## src/rtl/ccff_chain_programmer_pkg.sv

```systemverilog
// Shared types and parameter-derived sizing helpers for the CCFF chain programmer.
package ccff_prog_pkg;

    typedef enum logic [1:0] {
        ST_IDLE  = 2'd0,
        ST_LOAD  = 2'd1,
        ST_SHIFT = 2'd2,
        ST_DONE  = 2'd3
    } state_e;

    function automatic int calc_nwords(input int chain_len, input int word_w);
        return (chain_len + word_w - 1) / word_w;
    endfunction

    // Bits carried by the final word; equals word_w when the chain is a whole number of words.
    function automatic int calc_last_bits(input int chain_len, input int word_w);
        return chain_len - (calc_nwords(chain_len, word_w) - 1) * word_w;
    endfunction

    function automatic int calc_cnt_w(input int max_count);
        return $clog2(max_count + 1);
    endfunction

endpackage

```

## src/rtl/ccff_chain_programmer_if.sv

```systemverilog
// Configuration-controller side of the programmer: start/word handshake, status and readback.
interface ccff_chain_programmer_if #(
    parameter int WORD_W = 8
);
    logic              cfg_start;
    logic [WORD_W-1:0] cfg_data;
    logic              cfg_valid;
    logic              cfg_ready;
    logic              cfg_busy;
    logic              cfg_done;
    logic [WORD_W-1:0] rb_data;
    logic              rb_valid;

    modport master (
        output cfg_start, cfg_data, cfg_valid,
        input  cfg_ready, cfg_busy, cfg_done, rb_data, rb_valid
    );

    modport slave (
        input  cfg_start, cfg_data, cfg_valid,
        output cfg_ready, cfg_busy, cfg_done, rb_data, rb_valid
    );
endinterface

```

## src/rtl/ccff_chain_programmer_serializer.sv

```systemverilog
// Parallel-load MSB-first shift register with a per-word bit budget; shorter words are
// left-aligned on load so the first valid bit is always at the MSB.
module ccff_bit_serializer #(
    parameter int WORD_W = 8,
    parameter int CNT_W  = 4
) (
    input  logic              clk,
    input  logic              rst_n,
    input  logic              load_i,
    input  logic [WORD_W-1:0] data_i,
    input  logic [CNT_W-1:0]  nbits_i,
    input  logic              shift_i,
    input  logic              serial_i,
    output logic              msb_o,
    output logic [WORD_W-1:0] word_o,
    output logic              last_bit_o
);
    localparam logic [CNT_W-1:0] WORD_W_C = CNT_W'(WORD_W);

    logic [WORD_W-1:0] sr_q, sr_d;
    logic [CNT_W-1:0]  cnt_q, cnt_d;

    // Value the register takes after one more shift; doubles as the captured readback word.
    assign word_o     = (sr_q << 1) | WORD_W'(serial_i);
    assign msb_o      = sr_q[WORD_W-1];
    assign last_bit_o = (cnt_q == CNT_W'(1));

    always_comb begin
        sr_d  = sr_q;
        cnt_d = cnt_q;
        if (load_i) begin
            sr_d  = data_i << (WORD_W_C - nbits_i);
            cnt_d = nbits_i;
        end else if (shift_i && (cnt_q != '0)) begin
            sr_d  = word_o;
            cnt_d = cnt_q - CNT_W'(1);
        end
    end

    always_ff @(posedge clk or negedge rst_n) begin
        if (!rst_n) begin
            sr_q  <= '0;
            cnt_q <= '0;
        end else begin
            sr_q  <= sr_d;
            cnt_q <= cnt_d;
        end
    end
endmodule

```

## src/rtl/ccff_chain_programmer.sv

```systemverilog
// Serialises bitstream words MSB-first into a CCFF chain, exactly CHAIN_LEN shifts per pass.
// Optional macro CCFF_READBACK_EN captures the chain tail into readback words.
module ccff_chain_programmer
    import ccff_prog_pkg::*;
#(
    parameter int CHAIN_LEN = 33,
    parameter int WORD_W    = 8
) (
    input  logic                     prog_clk,
    input  logic                     prog_reset_n,
    ccff_chain_programmer_if.slave   cfg,
    output logic                     ccff_head,
    output logic                     ccff_shift_en,
    input  logic                     ccff_tail
);
    localparam int NWORDS    = calc_nwords(CHAIN_LEN, WORD_W);
    localparam int LAST_BITS = calc_last_bits(CHAIN_LEN, WORD_W);
    localparam int CNT_W     = calc_cnt_w(CHAIN_LEN);
    localparam int WCNT_W    = calc_cnt_w(NWORDS);
    localparam int SER_W     = calc_cnt_w(WORD_W);

    localparam logic [CNT_W-1:0]  CHAIN_LEN_C = CNT_W'(CHAIN_LEN);
    localparam logic [WCNT_W-1:0] LAST_WORD_C = WCNT_W'(NWORDS - 1);

    state_e              state_q;
    logic [CNT_W-1:0]    bit_cnt_q;
    logic [WCNT_W-1:0]   word_cnt_q;
    logic                cfg_ready_q;
    logic                shift_en_q;
    logic                busy_q;
    logic                done_q;

    logic                handshake;
    logic [SER_W-1:0]    word_nbits;
    logic                wr_msb;
    logic                wr_last;
    logic [WORD_W-1:0]   wr_word_unused;

    assign handshake  = cfg_ready_q & cfg.cfg_valid;
    assign word_nbits = (word_cnt_q == LAST_WORD_C) ? SER_W'(LAST_BITS) : SER_W'(WORD_W);

    // The write register drains to zero after its last bit, so its MSB is already 0 between words.
    ccff_bit_serializer #(.WORD_W(WORD_W), .CNT_W(SER_W)) u_wr_ser (
        .clk        (prog_clk),
        .rst_n      (prog_reset_n),
        .load_i     (handshake),
        .data_i     (cfg.cfg_data),
        .nbits_i    (word_nbits),
        .shift_i    (shift_en_q),
        .serial_i   (1'b0),
        .msb_o      (wr_msb),
        .word_o     (wr_word_unused),
        .last_bit_o (wr_last)
    );

    always_ff @(posedge prog_clk or negedge prog_reset_n) begin
        if (!prog_reset_n) begin
            state_q     <= ST_IDLE;
            bit_cnt_q   <= '0;
            word_cnt_q  <= '0;
            cfg_ready_q <= 1'b0;
            shift_en_q  <= 1'b0;
            busy_q      <= 1'b0;
            done_q      <= 1'b0;
        end else begin
            case (state_q)
                ST_IDLE: begin
                    if (cfg.cfg_start) begin
                        bit_cnt_q   <= '0;
                        word_cnt_q  <= '0;
                        cfg_ready_q <= 1'b1;
                        busy_q      <= 1'b1;
                        state_q     <= ST_LOAD;
                    end
                end
                ST_LOAD: begin
                    if (cfg.cfg_valid) begin
                        word_cnt_q  <= word_cnt_q + WCNT_W'(1);
                        cfg_ready_q <= 1'b0;
                        shift_en_q  <= 1'b1;
                        state_q     <= ST_SHIFT;
                    end
                end
                ST_SHIFT: begin
                    bit_cnt_q <= bit_cnt_q + CNT_W'(1);
                    if (wr_last) begin
                        shift_en_q <= 1'b0;
                        if (bit_cnt_q + CNT_W'(1) == CHAIN_LEN_C) begin
                            done_q  <= 1'b1;
                            state_q <= ST_DONE;
                        end else begin
                            cfg_ready_q <= 1'b1;
                            state_q     <= ST_LOAD;
                        end
                    end
                end
                ST_DONE: begin
                    done_q  <= 1'b0;
                    busy_q  <= 1'b0;
                    state_q <= ST_IDLE;
                end
                default: state_q <= ST_IDLE;
            endcase
        end
    end

    assign ccff_head     = wr_msb;
    assign ccff_shift_en = shift_en_q;
    assign cfg.cfg_ready = cfg_ready_q;
    assign cfg.cfg_busy  = busy_q;
    assign cfg.cfg_done  = done_q;

`ifdef CCFF_READBACK_EN
    logic              rb_msb_unused;
    logic [WORD_W-1:0] rb_word;
    logic              rb_last;
    logic [WORD_W-1:0] rb_data_q;
    logic              rb_valid_q;

    // Loaded with zeros using the same bit budget, so a short final word comes out right-aligned.
    ccff_bit_serializer #(.WORD_W(WORD_W), .CNT_W(SER_W)) u_rb_ser (
        .clk        (prog_clk),
        .rst_n      (prog_reset_n),
        .load_i     (handshake),
        .data_i     ('0),
        .nbits_i    (word_nbits),
        .shift_i    (shift_en_q),
        .serial_i   (ccff_tail),
        .msb_o      (rb_msb_unused),
        .word_o     (rb_word),
        .last_bit_o (rb_last)
    );

    always_ff @(posedge prog_clk or negedge prog_reset_n) begin
        if (!prog_reset_n) begin
            rb_data_q  <= '0;
            rb_valid_q <= 1'b0;
        end else begin
            rb_valid_q <= shift_en_q & rb_last;
            if (shift_en_q && rb_last) begin
                rb_data_q <= rb_word;
            end
        end
    end

    assign cfg.rb_data  = rb_data_q;
    assign cfg.rb_valid = rb_valid_q;
`else
    logic tail_unused;
    assign tail_unused  = ccff_tail;
    assign cfg.rb_data  = '0;
    assign cfg.rb_valid = 1'b0;
`endif
endmodule

```

## src/flat_wrapper.sv

```systemverilog
// flat-port wrapper written by rule: the top's interface ports become plain ports
module ccff_chain_programmer_flat import ccff_prog_pkg::*;
#(
    parameter int CHAIN_LEN = 33,
    parameter int WORD_W    = 8
)
  (prog_clk, prog_reset_n, ccff_head, ccff_shift_en, ccff_tail, cfg_cfg_start, cfg_cfg_data, cfg_cfg_valid, cfg_cfg_ready, cfg_cfg_busy, cfg_cfg_done, cfg_rb_data, cfg_rb_valid);
  ccff_chain_programmer_if #(.WORD_W(WORD_W)) cfg_i ();
  input  logic prog_clk;
  input  logic prog_reset_n;
  output logic ccff_head;
  output logic ccff_shift_en;
  input  logic ccff_tail;
  input wire logic [$bits(cfg_i.cfg_start)-1:0] cfg_cfg_start;
  input wire logic [$bits(cfg_i.cfg_data)-1:0] cfg_cfg_data;
  input wire logic [$bits(cfg_i.cfg_valid)-1:0] cfg_cfg_valid;
  output wire logic [$bits(cfg_i.cfg_ready)-1:0] cfg_cfg_ready;
  output wire logic [$bits(cfg_i.cfg_busy)-1:0] cfg_cfg_busy;
  output wire logic [$bits(cfg_i.cfg_done)-1:0] cfg_cfg_done;
  output wire logic [$bits(cfg_i.rb_data)-1:0] cfg_rb_data;
  output wire logic [$bits(cfg_i.rb_valid)-1:0] cfg_rb_valid;
  assign cfg_i.cfg_start = cfg_cfg_start;
  assign cfg_i.cfg_data = cfg_cfg_data;
  assign cfg_i.cfg_valid = cfg_cfg_valid;
  assign cfg_cfg_ready = cfg_i.cfg_ready;
  assign cfg_cfg_busy = cfg_i.cfg_busy;
  assign cfg_cfg_done = cfg_i.cfg_done;
  assign cfg_rb_data = cfg_i.rb_data;
  assign cfg_rb_valid = cfg_i.rb_valid;
  ccff_chain_programmer #(.CHAIN_LEN(CHAIN_LEN), .WORD_W(WORD_W)) u_core (.prog_clk(prog_clk), .prog_reset_n(prog_reset_n), .cfg(cfg_i), .ccff_head(ccff_head), .ccff_shift_en(ccff_shift_en), .ccff_tail(ccff_tail));
endmodule
```

## config.mk

```make
export PLATFORM = sky130hd
export DESIGN_NAME = ccff_chain_programmer_flat
export DESIGN_NICKNAME = d
export VERILOG_FILES = /design/src/rtl/ccff_chain_programmer_pkg.sv /design/src/rtl/ccff_chain_programmer_if.sv /design/src/rtl/ccff_chain_programmer_serializer.sv /design/src/rtl/ccff_chain_programmer.sv /design/src/flat_wrapper.sv
export SDC_FILE = /design/constraint.sdc
export NUM_CORES = 1
export LEC_CHECK = 0
export BUFFER_PORTS_ARGS = -buffer_cell sky130_fd_sc_hd__buf_2
export CAP_MARGIN = 20
export CORE_MARGIN = 8
export CORE_UTILIZATION = 35
export DETAILED_ROUTE_END_ITERATION = 10
export GPL_TIMING_DRIVEN = 0
export PLACE_DENSITY = 0.6
export SYNTH_ARGS = -nofsm -noshare
export SYNTH_HDL_FRONTEND = slang
export SYNTH_HIERARCHICAL = 1
export SYNTH_SLANG_ARGS = --single-unit
```

## constraint.sdc

```tcl
create_clock -name prog_clk -period 6.81 [get_ports prog_clk]
set_clock_uncertainty 0.15 [all_clocks]
set_input_delay 0.3405 -clock prog_clk [delete_from_list [all_inputs] [get_ports prog_clk]]
set_output_delay 0.3405 -clock prog_clk [all_outputs]
set_load 0.05 [all_outputs]
```

# == After elaboration in Yosys (flattened, before gate mapping) ==
# Cells that the tools add are included.
# op_classes
addsub,4
multipliers,0
n_div,0
n_lt_le_gt_ge,0
n_eq_ne,11
n_shift,1
mux,27
bitwise,1
n_reduce_logical,17
# ops
cell,count
two-way mux 8 bit,2
two-way mux 4 bit,3
case mux 6 bit (2 select lines),1
AND reduction 3 bit,4
nonzero test 2 bit,6
two-way mux 1 bit,8
two-way mux 2 bit,4
"inequality test 2 bit, second input constant",4
case mux 2 bit (4 select lines),1
left shift 8 x 4 -> 8 bit,1
"adder 6 x 1 -> 6 bit, second input constant",1
"equality test 6 bit, second input constant",1
two-way mux 3 bit,2
two-way mux 6 bit,1
case mux 1 bit (2 select lines),3
case mux 3 bit (2 select lines),1
AND reduction 5 bit,1
"equality test 2 bit, second input constant",2
"equality test 4 x 1 -> 1 bit, second input constant",1
AND reduction 2 bit,2
nonzero test 4 bit,1
"subtractor 4 x 1 -> 4 bit, second input constant",1
"subtractor 4 bit, first input constant",1
"adder 3 x 1 -> 3 bit, second input constant",1
other kinds (8),8
# word_totals
ff_bits,27
latch_bits,0
ram_bits,0
rom_bits,0
in_bits,13
out_inout_bits,14
word_cells,70
mem_count,0

# == Depth between registers and ports, before layout ==
# depth
ltp_word,5
mapped_depth,12
mapped_depth_nobuf,10

# == Hierarchy ==
# Netlist, hierarchy kept.
# modules_own_cells
module,n_inst,cells_per_inst,area_per_inst_um2,seq_area_each_um2
ccff_chain_programmer,1,109,958.4,375.4
ccff_bit_serializer,1,100,954.7,300.3

# == Least setup slack after synthesis ==
# OpenSTA, ideal clock, no wires.
# synth_timing
path_type,reg-to-reg
start,register u_core.word_cnt_q[0]
end,register u_core.u_wr_ser.sr_q[6]
setup_time_ps,82
arrival_ps,2302
required_ps,6578
path_slack_ps,4276
path_stages_with_launch,13
path_buffers,2
synth_period_minus_slack_ps,2534
path_cell_list,dfrtp_1 > inv_1 > ha_1 > nand2_1 > inv_1 > buf_6 > inv_2 > ha_1 > buf_4 > inv_1 > nand2_1 > mux4_1 > o22ai_1
# synth_between
elab_chain_len,5
# synth_lines
item,line,text
"start, declared",ccff_chain_programmer.sv:27,logic [WCNT_W-1:0] word_cnt_q;
"start signal, assigned",ccff_chain_programmer.sv:78,word_cnt_q <= word_cnt_q + WCNT_W'(1);
equality test 3 bit,ccff_chain_programmer.sv:40,assign word_nbits = (word_cnt_q == LAST_WORD_C) ? SER_W'(LAST_BITS) : SER_W'(WORD_W);
two-way mux 4 bit,ccff_chain_programmer.sv:40,
named net u_core.word_nbits[3],ccff_chain_programmer.sv:34,logic [SER_W-1:0] word_nbits;
subtractor 4 bit,ccff_chain_programmer_serializer.sv:32,sr_d = data_i << (WORD_W_C - nbits_i);
left shift 8 x 4 -> 8 bit,ccff_chain_programmer_serializer.sv:32,
two-way mux 8 bit,ccff_chain_programmer_serializer.sv:31,if (load_i) begin
"end signal, assigned",ccff_chain_programmer_serializer.sv:45,sr_q <= sr_d;
"end, declared",ccff_chain_programmer_serializer.sv:20,"logic [WORD_W-1:0] sr_q, sr_d;"
# The timed path passes the listed nets, and every way through them passes these cells.
# A chain may end at the register's enable or synchronous reset.

# == Final worst setup path ==
# Ends and elaborated chain as after synthesis.

==> results_dict.tcl <==
set metrics [dict create \
    postCtsSetupBuffers 0 \
    grt_pass1_vias 1561 \
    grt_usage 0.1005 \
    gp_congestion 0.8019 \
    nNetsFinal 270 \
    timing.hold.ws_ns 0.2457 \
    dp_slack_ns 3.995 \
    p_clk_frac 0.117 \
    sequentialPowerShare 0.350 \
    cpPeakStageDelay_ns 0.51 \
    setup_ws_ns 3.969 \
    p_sw_frac 0.4573 \
    hold_viol 0 \
    syn_area_um2 1906 \
    final_max_slew_viol_count 0 \
    drt_iter0_drc 59 \
    cts-root-buf "clkbuf_8" \
    grt_max_degree 28 \
    cts_made_buffers 3 \
    p_total_mw 0.8074 \
    n_antenna_cell 0 \
    antenna_found_initial 0 \
    die_y_um 89.79 \
    syn_inst 208 \
    antenna_left 0 \
    worstPathCellList "inv_1, ha_1, nand2_1, inv_1, buf_6, inv_2, ha_1, buf_4, inv_1, nand2_1, mux4_1, o22ai_1" \
    power_density_nw_per_um2 365.8 \
    drt-total-wl_mm 4.041 \
    critPathKind "reg -> reg" \
    routedWlPerCell_um 12.59 \
    grt_first_pass_wirelength_mm 6.962 \
    rsz0062_at_grt "false" \
    worstPathArrival_ns 2.89 \
    vias_per_cell 4.922 \
    worst_slew_margin_rel 0.5354 \
    globalRouteOverflowTotal 0 \
    vdd_drop_max_mv 0.1733 \
    placementRows 27 \
    cap_violations 0 \
    clock-sinks 27 \
    die-width_um 89.79 \
    cts_tree "built" \
    io_buffers 16 \
    worstSkewPairLatency_ns 0.28 \
    pwr-share-comb 0.533 \
    power_switching_mw 0.3692 \
    cts.clk_slew.worst_paths_ns 0.10 \
    finalSetupViolCount 0 \
    via_count 1580 \
    hold_class "in -> reg" \
    required_ns 6.86 \
    synth.avg_cell_area_um2 9.161 \
    status "completed" \
    crit_top_cell "inv_1" \
    cts_max_path_buffers 2 \
    initial_utilization 0.3548 \
    min_period_over_period 0.4171 \
    ios 27 \
    die_area_um2 8061 \
    slowest_stage "mux4_1" \
    ys_warn_count 6 \
    drive_gt1_frac 0.1888 \
    h-tree-depth 1 \
    core_um2 5371 \
    dpl.hpwl_mm 3.076 \
    fin_crit_ns 2.841 \
    tightest_slew_ns 0.6897 \
    power_leakage_nw 1.030 \
    dpl_cell_area_um2 2151 \
    dr.pass1.iters 4 \
    tns_ns 0 \
    path_max_fanout 10 \
    fin_area_um2 2207 \
    area_growth_pct 15.82 \
    endpoint_kind "flop" \
    n_fill_cell 546 \
    intPower_mw 0.4382 \
    drc 0 \
    fmax_mhz 352.0 \
    critPathLaunchType "flop" \
]
## cell usage in the layout, fill, tap and decap left out, types with 4 or more instances in the layout
cell and instances:
a21oi_1 13, a31oi_1 4, buf_2 20, buf_4 10, clkbuf_8 4, conb_1 21
dfrtp_1 27, ha_1 7, inv_1 14, mux2i_1 13, nand2_1 21, nand3_1 5
nor2_1 11, nor3_1 5, o21ai_0 15
## through the flow
step,instances,utilization
6_report,321,0.4109
5_1_grt,321,0.4109
4_1_cts,321,0.4109
3_5_place_dp,316,0.4004
3_3_place_gp,316,0.4004
2_1_floorplan,228,-
## worst max-delay path, delay by kind of cell, from the launching register on
family                   cells  cell delay, ns
AO/OA/AOI/OAI                1            0.16
buffers and inverters        6            0.81
AND/OR/NAND/NOR              2            0.28
flip-flops                   1            0.38
multiplexers                 1            0.51
adder cells (fa/ha/maj)      2            0.45
## what timing repair did
| action | CTS | global route |
|---|---|---|
| hold endpoints to repair | 27 | 0 |
| gates resized for setup | 0 | 0 |
| hold buffers | 1 | 0 |
## power groups by stage
stage	logic (mW)	registers [mW]	clock network (mW)
2_1_floorplan	0.305	0.315	0
3_3_place_gp	0.426	0.285	0
3_5_place_dp	0.430	0.287	0
4_1_cts	0.433	0.283	0.0977
5_1_grt	0.482	0.294	0.102
6_report	0.430	0.283	0.0943
## flip-flops by register name, indices dropped and copies added (netlist names)
register	count
u_core/bit_cnt_q	6
u_core/ccff_shift_en	1
u_core/cfg.cfg_busy	1
u_core/cfg.cfg_done	1
u_core/cfg.cfg_ready	1
u_core/state_q	2
u_core/u_wr_ser/cnt_q	4
u_core/u_wr_ser/sr_q	8
u_core/word_cnt_q	3
## worst paths after layout
path	to	cells past startpoint	from	slack [ns]
max	u_core/u_wr_ser/sr_q[6]	12	u_core/word_cnt_q[0]	3.97
min in group asynchronous	u_core/cfg.cfg_busy	2	prog_reset_n	0.46
max reg2reg	u_core/u_wr_ser/sr_q[6]	12	u_core/word_cnt_q[0]	3.97
max in group asynchronous	u_core/u_wr_ser/sr_q[4]	2	prog_reset_n	5.63
min	u_core/cfg.cfg_busy	3	cfg_cfg_start	0.25
min reg2reg	u_core/u_wr_ser/sr_q[3]	2	u_core/u_wr_ser/sr_q[3]	0.37
## routing by layer
layer | vias to the layer above | routed length [um] | GRT usage
met2 | 29 | 1967 | 0.1742
met1 | 750 | 1869 | 0.1194
met3 | 2 | 174 | 0.02660
met5 | - | 0 | 0
met4 | 0 | 30 | 0.02539
li1 | 799 | - | -
## layout make-up
type	count	area (um^2)	area share
tap	72	90.09	0.04082
clock inverter	1	5.005	0.002268
buffer	19	146.4	0.06633
multi-input combinational	166	1099	0.4977
clock buffer	3	41.29	0.01871
inverter	16	60.06	0.02721
timing repair buffer	17	90.09	0.04082
sequential	27	675.6	0.3061
Power figures use the tool's default switching activity.
